## src/rtl/fpu_pkg.sv

```systemverilog
// Shared types for the FPU issue path: operand word format, operand pair, issue FSM states.
package fpu_pkg;

  localparam int FP_W     = 32;
  localparam int EXP_W    = 6;
  localparam int MAN_W    = 25;
  localparam int EXP_BIAS = 31;

  typedef logic [FP_W-1:0] fp_word_t;

  typedef struct packed {
    fp_word_t op_a;
    fp_word_t op_b;
  } fp_pair_t;

  typedef enum logic [1:0] {
    IDLE  = 2'd0,
    ISSUE = 2'd1,
    WAIT  = 2'd2,
    HOLD  = 2'd3
  } issue_state_t;

  // Biased exponent field of an operand word (sign bit sits above it).
  function automatic logic [EXP_W-1:0] fp_exponent(input fp_word_t w);
    return w[MAN_W +: EXP_W];
  endfunction

endpackage

```

## src/rtl/fpu_issue_ctrl_if.sv

```systemverilog
// Handshake and FPU-side buses of the issue controller; master is the environment, slave the controller.
interface fpu_issue_ctrl_if #(
  parameter int DATA_W     = 32,
  parameter int STATUS_W   = 4,
  parameter int FIFO_DEPTH = 4
) ();

  localparam int CNT_W = $clog2(FIFO_DEPTH) + 1;

  logic                in_valid;
  logic                in_ready;
  logic [DATA_W-1:0]   in_op_a;
  logic [DATA_W-1:0]   in_op_b;

  logic [DATA_W-1:0]   fpu_op_a;
  logic [DATA_W-1:0]   fpu_op_b;
  logic                fpu_restart_n;
  logic [DATA_W-1:0]   fpu_data;
  logic [STATUS_W-1:0] fpu_status;

  logic                out_valid;
  logic                out_ready;
  logic [DATA_W-1:0]   out_data;
  logic [STATUS_W-1:0] out_status;

  logic                busy;
  logic [CNT_W-1:0]    fifo_count;

  modport master (
    output in_valid, in_op_a, in_op_b, fpu_data, fpu_status, out_ready,
    input  in_ready, fpu_op_a, fpu_op_b, fpu_restart_n,
           out_valid, out_data, out_status, busy, fifo_count
  );

  modport slave (
    input  in_valid, in_op_a, in_op_b, fpu_data, fpu_status, out_ready,
    output in_ready, fpu_op_a, fpu_op_b, fpu_restart_n,
           out_valid, out_data, out_status, busy, fifo_count
  );

endinterface

```

## src/rtl/fpu_operand_fifo.sv

```systemverilog
// Count-based synchronous FIFO of operand pairs; head is visible combinationally on rdata_o.
module fpu_operand_fifo
  import fpu_pkg::*;
#(
  parameter int  DEPTH = 4,
  localparam int AW    = $clog2(DEPTH),
  localparam int CW    = AW + 1
) (
  input  logic          clock,
  input  logic          reset,
  input  logic          push_i,
  input  fp_pair_t      wdata_i,
  input  logic          pop_i,
  output fp_pair_t      rdata_o,
  output logic [CW-1:0] count_o,
  output logic          full_o,
  output logic          empty_o
);

  fp_pair_t        mem_q [DEPTH];
  logic [AW-1:0]   wr_ptr_q, wr_ptr_d;
  logic [AW-1:0]   rd_ptr_q, rd_ptr_d;
  logic [CW-1:0]   count_q,  count_d;
  logic            do_push, do_pop;

  assign full_o  = (count_q == CW'(DEPTH));
  assign empty_o = (count_q == '0);
  assign count_o = count_q;
  assign rdata_o = mem_q[rd_ptr_q];

  // Guarded pointer/occupancy update; pointers wrap naturally since DEPTH is a power of two.
  always_comb begin
    do_push  = push_i && !full_o;
    do_pop   = pop_i && !empty_o;
    wr_ptr_d = wr_ptr_q;
    rd_ptr_d = rd_ptr_q;
    count_d  = count_q;
    if (do_push) wr_ptr_d = wr_ptr_q + AW'(1);
    if (do_pop)  rd_ptr_d = rd_ptr_q + AW'(1);
    case ({do_push, do_pop})
      2'b10:   count_d = count_q + CW'(1);
      2'b01:   count_d = count_q - CW'(1);
      default: count_d = count_q;
    endcase
  end

  // Control state; reset flushes the queue by clearing pointers and count.
  always_ff @(posedge clock) begin
    if (reset) begin
      wr_ptr_q <= '0;
      rd_ptr_q <= '0;
      count_q  <= '0;
    end else begin
      wr_ptr_q <= wr_ptr_d;
      rd_ptr_q <= rd_ptr_d;
      count_q  <= count_d;
    end
  end

  // Storage array, written only on an accepted push.
  always_ff @(posedge clock) begin
    if (do_push && !reset) mem_q[wr_ptr_q] <= wdata_i;
  end

endmodule

```

## src/rtl/fpu_issue_ctrl.sv

```systemverilog
// Issue controller: queues operand pairs, sequences FPU restart + latency wait, captures results.
module fpu_issue_ctrl
  import fpu_pkg::*;
#(
  parameter int FIFO_DEPTH  = 4,
  parameter int FPU_LATENCY = 8,
  parameter int DATA_W      = 32,
  parameter int STATUS_W    = 4
) (
  input logic              clock,
  input logic              reset,
  fpu_issue_ctrl_if.slave  bus
);

  localparam int CNT_W  = (FPU_LATENCY > 1) ? $clog2(FPU_LATENCY) : 1;
  localparam int FCNT_W = $clog2(FIFO_DEPTH) + 1;

  issue_state_t        state_q, state_d;
  logic [CNT_W-1:0]    cnt_q, cnt_d;
  fp_word_t            op_a_q, op_a_d;
  fp_word_t            op_b_q, op_b_d;
  logic                restart_n_q, restart_n_d;
  logic                out_valid_q, out_valid_d;
  logic [DATA_W-1:0]   out_data_q, out_data_d;
  logic [STATUS_W-1:0] out_status_q, out_status_d;

  logic                fifo_push, fifo_pop;
  logic                fifo_full, fifo_empty;
  logic [FCNT_W-1:0]   fifo_count;
  fp_pair_t            fifo_wdata, fifo_head;

  // Acceptance depends only on registered occupancy, so a same-cycle pop never opens the input.
  assign bus.in_ready     = !reset && !fifo_full;
  assign fifo_push        = bus.in_valid && bus.in_ready;
  assign fifo_wdata.op_a  = bus.in_op_a;
  assign fifo_wdata.op_b  = bus.in_op_b;

  fpu_operand_fifo #(
    .DEPTH (FIFO_DEPTH)
  ) u_fifo (
    .clock   (clock),
    .reset   (reset),
    .push_i  (fifo_push),
    .wdata_i (fifo_wdata),
    .pop_i   (fifo_pop),
    .rdata_o (fifo_head),
    .count_o (fifo_count),
    .full_o  (fifo_full),
    .empty_o (fifo_empty)
  );

  // Next-state logic: pop in IDLE, one-cycle restart in ISSUE, count latency in WAIT, hand off in HOLD.
  always_comb begin
    state_d      = state_q;
    cnt_d        = cnt_q;
    op_a_d       = op_a_q;
    op_b_d       = op_b_q;
    out_valid_d  = out_valid_q;
    out_data_d   = out_data_q;
    out_status_d = out_status_q;
    fifo_pop     = 1'b0;
    case (state_q)
      IDLE: begin
        if (!fifo_empty) begin
          fifo_pop = 1'b1;
          op_a_d   = fifo_head.op_a;
          op_b_d   = fifo_head.op_b;
          state_d  = ISSUE;
        end
      end
      ISSUE: begin
        cnt_d   = '0;
        state_d = WAIT;
      end
      WAIT: begin
        if (cnt_q == CNT_W'(FPU_LATENCY - 1)) begin
          out_data_d   = bus.fpu_data;
          out_status_d = bus.fpu_status;
          out_valid_d  = 1'b1;
          state_d      = HOLD;
        end else begin
          cnt_d = cnt_q + CNT_W'(1);
        end
      end
      HOLD: begin
        if (bus.out_ready) begin
          out_valid_d = 1'b0;
          state_d     = IDLE;
        end
      end
      default: state_d = IDLE;
    endcase
    // Restart is registered so it is low exactly for the cycle the FSM sits in ISSUE.
    restart_n_d = (state_d != ISSUE);
  end

  // State and output registers; reset abandons any in-flight operation and holds the FPU in restart.
  always_ff @(posedge clock) begin
    if (reset) begin
      state_q      <= IDLE;
      cnt_q        <= '0;
      op_a_q       <= '0;
      op_b_q       <= '0;
      restart_n_q  <= 1'b0;
      out_valid_q  <= 1'b0;
      out_data_q   <= '0;
      out_status_q <= '0;
    end else begin
      state_q      <= state_d;
      cnt_q        <= cnt_d;
      op_a_q       <= op_a_d;
      op_b_q       <= op_b_d;
      restart_n_q  <= restart_n_d;
      out_valid_q  <= out_valid_d;
      out_data_q   <= out_data_d;
      out_status_q <= out_status_d;
    end
  end

  assign bus.fpu_op_a      = op_a_q;
  assign bus.fpu_op_b      = op_b_q;
  assign bus.fpu_restart_n = restart_n_q;
  assign bus.out_valid     = out_valid_q;
  assign bus.out_data      = out_data_q;
  assign bus.out_status    = out_status_q;
  assign bus.busy          = (state_q != IDLE);
  assign bus.fifo_count    = fifo_count;

endmodule

```

## src/flat_wrapper.sv

```systemverilog
// flat-port wrapper written by rule: the top's interface ports become plain ports
module fpu_issue_ctrl_flat import fpu_pkg::*;
#(
  parameter int FIFO_DEPTH  = 4,
  parameter int FPU_LATENCY = 8,
  parameter int DATA_W      = 32,
  parameter int STATUS_W    = 4
)
  (clock, reset, bus_in_valid, bus_in_op_a, bus_in_op_b, bus_fpu_data, bus_fpu_status, bus_out_ready, bus_in_ready, bus_fpu_op_a, bus_fpu_op_b, bus_fpu_restart_n, bus_out_valid, bus_out_data, bus_out_status, bus_busy, bus_fifo_count);
  fpu_issue_ctrl_if #(.DATA_W(DATA_W), .STATUS_W(STATUS_W), .FIFO_DEPTH(FIFO_DEPTH)) bus_i ();
  input logic clock;
  input logic reset;
  input wire logic [$bits(bus_i.in_valid)-1:0] bus_in_valid;
  input wire logic [$bits(bus_i.in_op_a)-1:0] bus_in_op_a;
  input wire logic [$bits(bus_i.in_op_b)-1:0] bus_in_op_b;
  input wire logic [$bits(bus_i.fpu_data)-1:0] bus_fpu_data;
  input wire logic [$bits(bus_i.fpu_status)-1:0] bus_fpu_status;
  input wire logic [$bits(bus_i.out_ready)-1:0] bus_out_ready;
  output wire logic [$bits(bus_i.in_ready)-1:0] bus_in_ready;
  output wire logic [$bits(bus_i.fpu_op_a)-1:0] bus_fpu_op_a;
  output wire logic [$bits(bus_i.fpu_op_b)-1:0] bus_fpu_op_b;
  output wire logic [$bits(bus_i.fpu_restart_n)-1:0] bus_fpu_restart_n;
  output wire logic [$bits(bus_i.out_valid)-1:0] bus_out_valid;
  output wire logic [$bits(bus_i.out_data)-1:0] bus_out_data;
  output wire logic [$bits(bus_i.out_status)-1:0] bus_out_status;
  output wire logic [$bits(bus_i.busy)-1:0] bus_busy;
  output wire logic [$bits(bus_i.fifo_count)-1:0] bus_fifo_count;
  assign bus_i.in_valid = bus_in_valid;
  assign bus_i.in_op_a = bus_in_op_a;
  assign bus_i.in_op_b = bus_in_op_b;
  assign bus_i.fpu_data = bus_fpu_data;
  assign bus_i.fpu_status = bus_fpu_status;
  assign bus_i.out_ready = bus_out_ready;
  assign bus_in_ready = bus_i.in_ready;
  assign bus_fpu_op_a = bus_i.fpu_op_a;
  assign bus_fpu_op_b = bus_i.fpu_op_b;
  assign bus_fpu_restart_n = bus_i.fpu_restart_n;
  assign bus_out_valid = bus_i.out_valid;
  assign bus_out_data = bus_i.out_data;
  assign bus_out_status = bus_i.out_status;
  assign bus_busy = bus_i.busy;
  assign bus_fifo_count = bus_i.fifo_count;
  fpu_issue_ctrl #(.FIFO_DEPTH(FIFO_DEPTH), .FPU_LATENCY(FPU_LATENCY), .DATA_W(DATA_W), .STATUS_W(STATUS_W)) u_core (.clock(clock), .reset(reset), .bus(bus_i));
endmodule
```

## config.mk

```make
export PLATFORM = sky130hd
export DESIGN_NAME = fpu_issue_ctrl_flat
export DESIGN_NICKNAME = d
export VERILOG_FILES = /design/src/rtl/fpu_pkg.sv /design/src/rtl/fpu_issue_ctrl_if.sv /design/src/rtl/fpu_operand_fifo.sv /design/src/rtl/fpu_issue_ctrl.sv /design/src/flat_wrapper.sv
export SDC_FILE = /design/constraint.sdc
export NUM_CORES = 1
export LEC_CHECK = 0
export CAP_MARGIN = 20
export CORE_AREA = 4 4 190 192
export DETAILED_ROUTE_END_ITERATION = 16
export DIE_AREA = 0 0 194 196
export PLACE_DENSITY = 0.73
export SLEW_MARGIN = 40
export SYNTH_ARGS = -nofsm -noshare
export SYNTH_HDL_FRONTEND = slang
export SYNTH_HIERARCHICAL = 1
export SYNTH_SLANG_ARGS = --single-unit
export TNS_END_PERCENT = 1
```

## constraint.sdc

```tcl
create_clock -name clock -period 12 [get_ports clock]
set_clock_uncertainty 0.1 [all_clocks]
set_input_delay 2.4 -clock clock [delete_from_list [all_inputs] [get_ports clock]]
set_output_delay 2.4 -clock clock [all_outputs]
set_load 0.02 [all_outputs]
```

# Word-level counts from Yosys, hierarchy flattened

Memories as Yosys holds them, arrays and structs flattened. A register that Yosys moved wholly into a read port is not among the register bits.
Index checks and enable logic that the tools add are counted.

Add/sub/neg operators: 5
Equality and inequality tests: 11
Mux-type cells: 14
Bitwise gates (word level): 1
Reduce and logical (&&, ||, !) cells: 18

Operators by type and width:

| operator                                            | number |
|---|---|
| case mux 3 bit (2 select lines)                     | 2 |
| case mux 2 bit (4 select lines)                     | 1 |
| nonzero test 2 bit                                  | 4 |
| adder 3 x 1 -> 3 bit, second input constant         | 2 |
| equality test 2 bit, second input constant          | 3 |
| equality test 3 bit, second input constant          | 2 |
| two-way mux 1 bit                                   | 6 |
| two-way mux 2 bit                                   | 3 |
| AND reduction 2 bit                                 | 3 |
| logical AND 1 bit                                   | 5 |
| adder 2 x 1 -> 2 bit, second input constant         | 2 |
| equality test 2 x 1 -> 1 bit, second input constant | 2 |
| != test 2 x 1 -> 1 bit, second input constant       | 2 |
| != test 2 bit, second input constant                | 2 |
| zero test 1 bit                                     | 3 |
| zero test 3 bit                                     | 1 |
| two-way mux 3 bit                                   | 1 |
| AND reduction 3 bit                                 | 1 |
| subtractor 3 x 1 -> 3 bit, second input constant    | 1 |
| zero test 2 bit                                     | 1 |
| case mux 1 bit (2 select lines)                     | 1 |
| inverter 1 bit                                      | 1 |

Flip-flop bits (word level): 50
Memory bits (writable): 256
Bits of input ports: 104
Output and inout port bits: 107
Word-level logic and storage cells: 59
Memories kept: 1

Memories:

| memory              | depth | bits a word | read ports | clocked after Yosys merged registers in | wr ports | RTL line               | text |
|---|---|---|---|---|---|---|---|
| u_core.u_fifo.mem_q | 4     | 64          | 1          | 1                                       | 1        | fpu_operand_fifo.sv:20 | `fp_pair_t mem_q [DEPTH];` |

# Longest topological paths before layout

Depth in word-level cells: 8
Gate-level depth with buffers: 12
Gate-level depth less buffers: 11

# Cells and area by module

The synthesis kept the hierarchy.

Modules (own cells, without submodules):

| module           | instances | cells an instance | area each (um^2) | sequential area each (um^2) |
|---|---|---|---|---|
| fpu_operand_fifo | 1         | 388               | 9794.4           | 7867.5 |
| fpu_issue_ctrl   | 1         | 478               | 3812.4           | 2142.1 |

# Least setup slack after synthesis

No wires, ideal clock.

Path type: input port to flip-flop
From: in reset
To: mem u_core/u_fifo/mem_q[0][0] (netlist bit), enable pin
Setup time: 0.578 ns
Data arrival time: 7.946 ns
Required time: 11.322 ns
Slack: 3.376 ns
Stages on the path: 6
Path buffers: 2
Cell sequence: buf_2 > nor2_1 > and2_1 > nand2b_1 > buf_2 > nor3b_1

Cells in the longest elaborated chain, start to end: 7

RTL lines:

| element                                 | RTL line               | text |
|---|---|---|
| start: declaration                      | flat_wrapper.sv:12     | `input logic reset;` |
| zero test 1 bit                         | fpu_issue_ctrl.sv:33   | `assign bus.in_ready = !reset && !fifo_full;` |
| logical AND 1 bit                       | fpu_issue_ctrl.sv:33   |  |
| via bus_in_ready                        | flat_wrapper.sv:19     | `output wire logic [$bits(bus_i.in_ready)-1:0] bus_in_ready;` |
| logical AND 1 bit                       | fpu_issue_ctrl.sv:34   | `assign fifo_push = bus.in_valid && bus.in_ready;` |
| via u_core.fifo_push                    | fpu_issue_ctrl.sv:27   | `logic fifo_push, fifo_pop;` |
| logical AND 1 bit                       | fpu_operand_fifo.sv:33 | `do_push = push_i && !full_o;` |
| logical AND 1 bit                       | fpu_operand_fifo.sv:62 | `if (do_push && !reset) mem_q[wr_ptr_q] <= wdata_i;` |
| two-way mux 1 bit                       | fpu_operand_fifo.sv:62 |  |
| two-way mux 1 bit (not written as such) | fpu_operand_fifo.sv:62 |  |
| end: declaration                        | fpu_operand_fifo.sv:20 |  |

The timed path passes the listed nets, and every way through them passes these cells.

# Worst setup path in the final report

From: in reset
To: out bus_in_ready

Cells in the longest elaborated chain, start to end: 2

RTL lines:

| element           | RTL line |
|---|---|
| zero test 1 bit   | fpu_issue_ctrl.sv:33 |
| logical AND 1 bit | fpu_issue_ctrl.sv:33 |
| end: declaration  | flat_wrapper.sv:19 |

No other way between the ends.

==> flow_metrics.py <==
metrics = {
    "power_and_ir_drop": {
        "p_sw_mw": 0.854,
        "leakage_nw": 5.58,
        "p_clk_share_pct": 37.0,
        "seq_power_share_pct": 45.5,
        "combPwrFrac_pct": 17.5,
        "p_int_mw": 2.47,
        "finalPower_mw": 3.32,
        "power_per_cell_area_nw_per_um2": 191,
        "peakVddDrop_v": 0.000143,
        "p_sw_share_pct": 25.7,
    },
    "final_layout": {
        "diodes": 0,
        "fin_util_pct": 50.7,
        "finalNetCount": 1192,
        "syn_to_final_growth_pct": 28.1,
        "drive_above_1_share_pct": 12.9,
    },
    "sta": {
        "hold_ws_ps": 354,
        "fmax_mhz": 163,
        "drv_slew": 0,
        "setup_tns_ps": 0,
        "slew_headroom_pct": 48.3,
        "min_period_ps": 6150,
        "fin_crit_sh_pct": 51.3,
        "tightest_slew_ps": 776,
        "setup_viol": 0,
        "hold_violations": 0,
        "rsz0062_at_grt": "false",
    },
    "route": {
        "first_iter_violations": 427,
        "vias": 7725,
        "postRouteAntennaNets": 0,
        "drt-vias-per-instance": 4.94,
        "post-route-drc-count": 0,
        "routed_wl_mm": 28.9,
        "wire_per_inst_um": 18.5,
        "drtPass1Iterations": 5,
    },
    "clock_tree": {
        "post_cts_buffers": 0,
        "cts_root_buf": "clkbuf_16",
        "clkSinkCount": 372,
        "cts-buffers-inserted": 39,
        "cts_resized": 0,
        "clk_pin_slew_worst_paths_ps": 50,
        "tritoncts": "done",
        "cts_hold_buf": 0,
        "htreeDepth": 2,
        "clock_insertion_delay_worst_skew_ps": 510,
        "cts_max_path_buffers": 3,
    },
    "critical_path": {
        "setup.worst_path.end_class": "primary output",
        "crit_path_max_fanout": 62,
        "critPathRequiredTime_ps": 9500,
        "crit_type": "in -> out",
        "worstPathArrival_ps": 3650,
        "startpoint_type": "primary input",
    },
    "worst_hold_path": {
        "hp-class": "reg -> reg",
    },
    "floorplan": {
        "die_w_um": 194,
        "core_area_um2": 34400,
        "core.rowCount": 68,
        "io_pins": 211,
        "dieArea_um2": 38000,
        "die_y_um": 196,
        "initial_core_util_pct": 39.6,
    },
    "outcome": {
        "status": "complete, no violations",
    },
    "synth": {
        "synth_top_cell_by_area": "edfxtp_1",
        "async_reset_ff_share_pct": 0,
        "yosysMostFrequentCell": "edfxtp_1",
        "synth_cell_type_count": 35,
        "postSynthCellCount": 866,
        "synth_fp_nets": 978,
        "ys_warn_count": 6,
        "yosys-top-cells-count": "256 x edfxtp_1, 203 x nand2_1, 116 x dfxtp_1",
        "synth_edf_count": 256,
        "synth_top_area_share_pct": 56.5,
        "syn_area_um2": 13600,
        "synth-seq-cells": 372,
        "seq_area_frac_synth_pct": 73.6,
        "ys.flop_type": "edfxtp_1",
        "avgSynthCellArea_um2": 15.7,
        "ys_top_cells_by_area": "edfxtp_1 56%, dfxtp_1 17%, mux4_2 9.9%",
    },
    "global_routing": {
        "first_global_vias": 8029,
        "grt_max_degree": 67,
        "grt_pass1_wl_mm": 44.9,
        "antenna_found_initial": 1,
        "grt_overflow": 0,
        "grt_usage_pct": 14.8,
    },
    "job": {
        "max_cap_viol_count": 0,
    },
    "placement": {
        "port_buffers": 210,
        "gp_congestion": 0.857,
        "dp_hpwl_mm": 17.4,
    },
}
==> logic make-up (layout without fill, tap and decap cells) <==
family | Yosys count | in the layout | share of synthesized area (%)
adders and majority gates | 8 | 8 | 0.791
xor gates and xnor gates | 3 | 3 | 0.193
muxes | 65 | 65 | 10.8
buffers and inverters | 62 | 306 | 3.01
DFF | 372 | 372 | 73.6
and+or+nand+nor | 235 | 235 | 7.09
AOI/OAI and AO/OA | 121 | 121 | 4.58
==> layer usage <==
metal	track usage, %	vias up	share of wire [%]	routed length (um)
met1	18.8	3827	42	12100
met5	0	-	0.069	20
li1	-	3627	-	-
met4	3.41	2	1.7	503
met3	3.86	40	6.3	1830
met2	25.6	229	50	14500
==> state kept, by name (all words and copies together) (netlist names), named ones only <==
name,count
u_core/bus.fpu_restart_n,1
u_core/u_fifo/count_o,3
u_core/bus.fpu_op_b,32
u_core/u_fifo/mem_q,256
u_core/u_fifo/rd_ptr_q,2
u_core/bus.out_data,32
u_core/u_fifo/wr_ptr_q,2
u_core/cnt_q,3
u_core/state_q,2
u_core/bus.out_status,4
u_core/bus.fpu_op_a,32
u_core/bus.out_valid,1
==> final timing paths <==
check | start | to | slack [ps] | depth (start not counted)
max | reset | bus_in_ready | 5850 | 3
min | u_core/bus.out_data[5] | u_core/bus.out_data[5] | 350 | 2
max reg2reg | u_core/u_fifo/count_o[2] | u_core/u_fifo/count_o[2] | 9010 | 10
min reg2reg | u_core/bus.out_data[5] | u_core/bus.out_data[5] | 350 | 2
==> per-stage QoR <==
| step | area, um^2 | cells | setup slack [ps] |
|---|---|---|---|
| after floorplan | 13600 | 866 | 3380 |
| after global placement | 16000 | 1490 | 5860 |
| after detailed placement | 16100 | 1493 | 5810 |
| after CTS | 17400 | 1564 | 5810 |
| after global routing | 17400 | 1565 | 5750 |
| final | 17400 | 1565 | 5850 |
==> power by group through the flow <==
| stage | Sequential, mW | Clock (mW) | Combinational (mW) |
|---|---|---|---|
| after floorplan | 1.59 | 0 | 0.306 |
| after global placement | 1.54 | 0 | 0.579 |
| after detailed placement | 1.54 | 0 | 0.587 |
| after CTS | 1.51 | 1.27 | 0.589 |
| after global routing | 1.52 | 1.32 | 0.632 |
| final | 1.51 | 1.23 | 0.583 |
==> placed cells by master, fill, tap and decap left out, types with 4 or more instances in the layout <==
cell type	netlist	routed
edfxtp_1	256	256
clkdlybuf4s50_1	0	209
nand2_1	203	203
dfxtp_1	116	114
a21oi_1	109	109
mux4_2	60	60
clkbuf_16	0	43
clkbuf_1	13	11
buf_4	0	11
nor2_1	9	9
inv_1	9	9
ha_1	7	7
nor3b_2	1	5
bufinv_16	0	4
o21ai_0	4	4
or3_1	5	4
mux4_1	4	4
==> layout make-up <==
type	count	area, um^2
well taps	455	569
clock buffers	56	1140
repair buffers	225	2250
inverters	10	37.5
fillers	2864	16900
flip-flops and latches	372	10000
clock inverters	15	198
multi-input cells	432	3210
==> critical path, stage by stage <==
cell,delay (ps)
buf_4,530
nor2_1,140
clkdlybuf4s50_1,570
No activity file was read; power rests on OpenSTA's default activity.
